==> config.mk <==
export PLATFORM = sky130hd
export DESIGN_NAME = regfile_mp_sb
export DESIGN_NICKNAME = d
export VERILOG_FILES = /design/src/rtl/regfile_pkg.sv /design/src/rtl/regfile_pend_ctr.sv /design/src/rtl/regfile_mp_sb.sv
export SDC_FILE = /design/constraint.sdc
export NUM_CORES = 2
export LEC_CHECK = 0
export ABC_CLOCK_PERIOD_IN_PS = 3050
export BUFFER_PORTS_ARGS = -buffer_cell sky130_fd_sc_hd__buf_2
export CORE_UTILIZATION = 34
export DETAILED_ROUTE_END_ITERATION = 10
export GPL_ROUTABILITY_DRIVEN = 0
export PLACE_DENSITY_LB_ADDON = 0.3
export SLEW_MARGIN = 5
export SYNTH_ARGS = -nofsm -noshare
export SYNTH_HDL_FRONTEND = slang
export SYNTH_SLANG_ARGS = --single-unit
==> constraint.sdc <==
create_clock -name clk -period 3.05 [get_ports clk]
set_input_delay 0.61 -clock clk [delete_from_list [all_inputs] [get_ports clk]]
set_output_delay 0.61 -clock clk [all_outputs]
set_load 0.01 [all_outputs]
==> src/rtl/regfile_pkg.sv <==
// Shared types and defaults for the multi-ported register file and its scoreboard.
package regfile_pkg;

    localparam int DEF_XLEN  = 32;
    localparam int DEF_NREGS = 32;

    typedef logic [$clog2(DEF_NREGS)-1:0] reg_addr_t;
    typedef logic [DEF_XLEN-1:0]          reg_data_t;

    localparam reg_addr_t REG_ZERO = '0;

endpackage

==> src/rtl/regfile_pend_ctr.sv <==
// Per-register pending-write counter: saturating up/down, flags full/nonzero/underflow.
module regfile_pend_ctr #(
    parameter int PEND_W = 2
) (
    input  logic clk,
    input  logic rst_n,
    input  logic inc,
    input  logic dec,
    output logic full,
    output logic nonzero,
    output logic underflow
);

    logic [PEND_W-1:0] cnt;

    assign full      = &cnt;
    assign nonzero   = |cnt;
    // A writeback with nothing outstanding is a stray producer, even if a new reservation lands.
    assign underflow = dec && !nonzero;

    // NOTE: sequential state uses non-blocking (<=) so every flop samples pre-edge values.
    always_ff @(posedge clk or negedge rst_n) begin
        if (!rst_n) begin
            cnt <= '0;
        end else if (inc && !dec && !full) begin
            cnt <= cnt + 1'b1;
        end else if (dec && !inc && nonzero) begin
            cnt <= cnt - 1'b1;
        end
    end

endmodule

==> src/rtl/regfile_mp_sb.sv <==
// Multi-ported register file with x0 hardwired to zero, optional write->read bypass,
// and an integrated pending-write scoreboard.
module regfile_mp_sb
    import regfile_pkg::*;
#(
    parameter int XLEN   = DEF_XLEN,
    parameter int NREGS  = DEF_NREGS,
    parameter int NRD    = 2,
    parameter int NWR    = 1,
    parameter int BYPASS = 1,
    parameter int PEND_W = 2,
    localparam int AW    = $clog2(NREGS)
) (
    input  logic              clk,
    input  logic              rst_n,
    input  logic [NRD*AW-1:0] rd_addr_i,
    output logic [NRD*XLEN-1:0] rd_data_o,
    output logic [NRD-1:0]    rd_busy_o,
    input  logic [NWR-1:0]    wr_en_i,
    input  logic [NWR*AW-1:0] wr_addr_i,
    input  logic [NWR*XLEN-1:0] wr_data_i,
    input  logic              rsv_en_i,
    input  logic [AW-1:0]     rsv_addr_i,
    output logic              rsv_ready_o,
    output logic              err_o
);

    localparam logic [AW-1:0] ZERO = AW'(REG_ZERO);

    logic [XLEN-1:0]  mem [NREGS];
    logic [NREGS-1:0] wr_hit;
    logic [NREGS-1:0] rsv_inc;
    logic [NREGS-1:0] full;
    logic [NREGS-1:0] nonzero;
    logic [NREGS-1:0] underflow;

    // Per-register decrement: any enabled lane targeting r, counted once however many lanes hit.
    // NOTE: every always_comb output gets a default first so no path leaves it unassigned (no latch).
    always_comb begin
        wr_hit = '0;
        for (int r = 1; r < NREGS; r++) begin
            for (int l = 0; l < NWR; l++) begin
                if (wr_en_i[l] && wr_addr_i[l*AW +: AW] == AW'(r)) begin
                    wr_hit[r] = 1'b1;
                end
            end
        end
    end

    assign rsv_ready_o = (rsv_addr_i == ZERO) || !full[rsv_addr_i] || wr_hit[rsv_addr_i];

    always_comb begin
        rsv_inc = '0;
        if (rsv_en_i && rsv_ready_o && rsv_addr_i != ZERO) begin
            rsv_inc[rsv_addr_i] = 1'b1;
        end
    end

    assign full[0]      = 1'b0;
    assign nonzero[0]   = 1'b0;
    assign underflow[0] = 1'b0;

    for (genvar r = 1; r < NREGS; r++) begin : g_pend
        regfile_pend_ctr #(.PEND_W(PEND_W)) u_ctr (
            .clk       (clk),
            .rst_n     (rst_n),
            .inc       (rsv_inc[r]),
            .dec       (wr_hit[r]),
            .full      (full[r]),
            .nonzero   (nonzero[r]),
            .underflow (underflow[r])
        );
    end

    // Later lanes overwrite earlier ones in this loop, so the highest lane wins a conflict.
    // NOTE: the array is reset explicitly because architectural state must read 0 after reset.
    always_ff @(posedge clk or negedge rst_n) begin
        if (!rst_n) begin
            for (int r = 0; r < NREGS; r++) begin
                mem[r] <= '0;
            end
        end else begin
            for (int l = 0; l < NWR; l++) begin
                if (wr_en_i[l] && wr_addr_i[l*AW +: AW] != ZERO) begin
                    mem[wr_addr_i[l*AW +: AW]] <= wr_data_i[l*XLEN +: XLEN];
                end
            end
        end
    end

    always_ff @(posedge clk or negedge rst_n) begin
        if (!rst_n) begin
            err_o <= 1'b0;
        end else if (|underflow) begin
            err_o <= 1'b1;
        end
    end

    // Reads are forced to zero while reset is held so bypassed traffic cannot leak out.
    always_comb begin
        rd_data_o = '0;
        rd_busy_o = '0;
        for (int p = 0; p < NRD; p++) begin
            if (rst_n && rd_addr_i[p*AW +: AW] != ZERO) begin
                rd_data_o[p*XLEN +: XLEN] = mem[rd_addr_i[p*AW +: AW]];
                rd_busy_o[p]              = nonzero[rd_addr_i[p*AW +: AW]];
                if (BYPASS != 0) begin
                    for (int l = 0; l < NWR; l++) begin
                        if (wr_en_i[l] && wr_addr_i[l*AW +: AW] == rd_addr_i[p*AW +: AW]) begin
                            rd_data_o[p*XLEN +: XLEN] = wr_data_i[l*XLEN +: XLEN];
                        end
                    end
                end
            end
        end
    end

endmodule

==> impl_metrics.env <==
export IMPL_status="finished, violations left"
export IMPL_violations="negative setup slack"
export IMPL_nets=6143
export IMPL_seq_area_frac_synth_pct=44.6
export IMPL_muxShareOfSynthArea_pct=30.6
export IMPL_rsz0062_at_grt="yes"
export IMPL_final_util_pct=43.9
export IMPL_cts_tree="built"
export IMPL_synth_edff_count=0
export IMPL_die_area_sq_um=181000
export IMPL_multi_input_area_sq_um=33700
export IMPL_wl_microns=251000
export IMPL_setup_slack_ns=-0.424
export IMPL_hpwl_microns=154000
export IMPL_ctsRootBufferMaster="clkbuf_16"
export IMPL_crit_type="reg2out"
export IMPL_irDropWorstVdd_mv=0.505
export IMPL_io_pin_count=124
export IMPL_cp_end_kind="output pin"
export IMPL_holdCritPathClass="in2reg"
export IMPL_start_util_pct=34.2
export IMPL_cts_path_max_buffers=3
export IMPL_crit_cells=7
export IMPL_htreeDepth=3
export IMPL_drc=0
export IMPL_synth_common_cells="nand2_1 (1158), dfrtp_1 (1087), mux2_2 (769), clkbuf_1 (429), mux2i_1 (385)"
export IMPL_synthXorXnorAreaFrac_pct=0.546
export IMPL_fin_crit_ns=3.47
export IMPL_clk_insertion_delay_late_ns=0.77
export IMPL_grt_total_usage_pct=27.0
export IMPL_synth_top_area_share_pct=44.6
export IMPL_finalSetupViolations=67
export IMPL_numCtsBuffers=116
export IMPL_cellPowerDensity_nw_per_um2=585
export IMPL_syn_area_per_cell_sq_um=10.8
export IMPL_worstSetupStartpoint="mem[768]"
export IMPL_synthToLayoutAreaGrowth_pct=28.3
export IMPL_core_area_sq_um=178000
export IMPL_die_h_microns=426
export IMPL_drtPass1Iterations=7
export IMPL_max_cap_violations=0
export IMPL_reg2reg_slack_ns=0.25
export IMPL_path_max_fanout=2
export IMPL_rows=155
export IMPL_grt_overflow_total=0
export IMPL_max_stage_delay_ns=0.51
export IMPL_vias=51100
export IMPL_crit_slowest_cell="o211ai_1"
export IMPL_yosys_area_share_simple_pct=9.95
export IMPL_arrival_ns=2.86
export IMPL_ys_types=65
export IMPL_clkTransAtPathRegs_ns=0.06
export IMPL_startpoint_type="flop"
export IMPL_period_share_pct=114
export IMPL_ant_nets=0
export IMPL_drtIter0Drc=5245
export IMPL_yosysMostFrequentCell="nand2_1"
export IMPL_antenna_found_initial=5
export IMPL_cp_data_required_time_ns=2.44
export IMPL_grt_pass1_wl_microns=359000
export IMPL_drive_above_1_share_pct=41.1
export IMPL_tightest_slew_ns=1.01
export IMPL_hold_slack_ns=0.181
export IMPL_portBuffers=123
export IMPL_synth_top_family_by_area="multiplexers"
export IMPL_synthTopCellsByArea="dfrtp_1 (45%), mux2_2 (14%), mux4_2 (10%)"
export IMPL_critical_path_endpoint="rd_data_o[0]"
export IMPL_filler_cell_count=16200
export IMPL_cts_sinks=1087
export IMPL_netlist_instances=5626
export IMPL_rr_endpoint="g_pend[31].u_ctr.cnt[0]"
export IMPL_path_cells="mux4_2 -> a22oi_2 -> o21ai_1 -> o211ai_1 -> a21oi_1 -> buf_4 -> buf_6"
export IMPL_hold_viol=0
export IMPL_r2r_start="g_pend[15].u_ctr.cnt[0]"
export IMPL_synth_seq_cells=1087
export IMPL_cp_buffers_inverters=2
export IMPL_syn_num_nets=5682
export IMPL_viasPerCell=5.98
export IMPL_ys_flop_type="dfrtp_1"
export IMPL_regArea_sq_um=27200
export IMPL_r2r_cells=10
export IMPL_skew_ns=0.0585
export IMPL_leakage_nw=34.6
export IMPL_yosys_warnings=0
export IMPL_die_w_microns=426
export IMPL_synthArstFlopShare_pct=100
export IMPL_wl_per_cell_microns=29.4
export IMPL_synth_fa_ha_area_share_pct=0
export IMPL_crit_family="compound AO/OA/AOI/OAI gates"
export IMPL_synth_compound_area_share_pct=10.6
export IMPL_grt_pass1_vias=50900
export IMPL_fmax_mhz=288
export IMPL_slew_headroom_pct=33.0
export IMPL_synth_top_cell_by_area="dfrtp_1"
export IMPL_maxSlewViolCount=0
export IMPL_grt_max_degree=120
export IMPL_netlist_area_sq_um=61000
-- cells by family (layout without fill, tap and decap cells) --
kind of cell,after synthesis,count (layout)
flip-flops,1087,1087
XOR/XNOR,38,38
other,0,7
buffers and inverters,561,1121
AO/OA/AOI/OAI,979,979
AND/OR/NAND/NOR,1534,1534
multiplexers,1427,1427
-- routing by layer --
metal	global-route usage, %	vias to the layer above	wire length [microns]
met4	16.5	0	17800
met5	0	-	0
li1	-	21400	-
met1	34.7	26300	98000
met2	42.3	2560	114000
met3	4.66	810	20900
-- worst min path at each step --
| stage | startpoint | to | slack (ns) | depth (start not counted) |
|---|---|---|---|---|
| after global routing | wr_data_i[21] | mem[437] | 0.19 | 3 |
| final | wr_data_i[21] | mem[437] | 0.18 | 3 |
| after floorplan | rst_n | err_o | 0.31 | 0 |
| after global placement | mem[1010] | mem[1010] | 0.39 | 0 |
| after detailed placement | mem[1001] | mem[1001] | 0.39 | 0 |
| after CTS | wr_data_i[14] | mem[494] | 0.14 | 3 |
-- flip-flops by register name, indices dropped and copies added, names as in the netlist --
name,count
g_pend.u_ctr.cnt,62
err_o,1
mem,1024
-- stage by stage --
step | cells | power, mW | area (sq um) | setup WS [ns] | TNS, ns
detailed placement | 8114 | 29.0 | 69100 | -0.799 | -23.18
global placement | 8114 | 28.7 | 69100 | -0.799 | -22.38
CTS | 8468 | 45.2 | 76200 | -0.414 | -15.76
floorplan | 5626 | 25.3 | 61000 | -0.0658 | -0.0658
global route | 8542 | 47.6 | 78300 | -0.448 | -18.30
finish | 8548 | 45.8 | 78300 | -0.424 | -14.76
-- area by class of cell --
type / count / area share [%]
clock inverter: 63 / 1.00
timing repair buffer: 893 / 13.1
antenna: 7 / 0.0224
tap: 2355 / 3.76
multi-input combinational: 3978 / 43.1
inverter: 11 / 0.0559
sequential: 1087 / 34.8
clock buffer: 154 / 4.20
-- power by group --
part | total [mW] | internal [mW] | switching [mW]
Clock | 15.3 | 8.86 | 6.49
Combinational | 11.3 | 5.86 | 5.39
Sequential | 19.2 | 17.1 | 2.11
Total | 45.8 | 31.8 | 14.0
-- placed cells by master (no fill, tap or decap), drive strengths merged, types with 133 or more instances in the layout --
| cell | n |
|---|---|
| nand2 | 1158 |
| a21oi | 237 |
| mux2 | 769 |
| nor2 | 230 |
| mux2i | 385 |
| a221oi | 133 |
| dfrtp | 1087 |
| a22oi | 158 |
| o21ai | 223 |
| mux4 | 273 |
| buf | 875 |
| clkbuf | 170 |
-- timing repair --
action,4_1_cts,5_1_grt
resized for setup,418,330
hold buffers,1,0
buffers inserted,125,74
hold endpoints to repair,31,0
gates cloned,23,16
setup endpoints to repair,67,67
pin swaps,189,242
-- worst reg2reg max path: stages (launching register included) --
cell and delay (ns):
dfrtp_1 0.41, nand2_1 0.08, mux4_2 0.50, a31oi_4 0.24
o2111ai_4 0.15, buf_4 0.17, buf_4 0.12, buf_4 0.19
o21ai_0 0.37, mux2_2 0.38, nand2_1 0.06
Power figures use the tool's default switching activity.
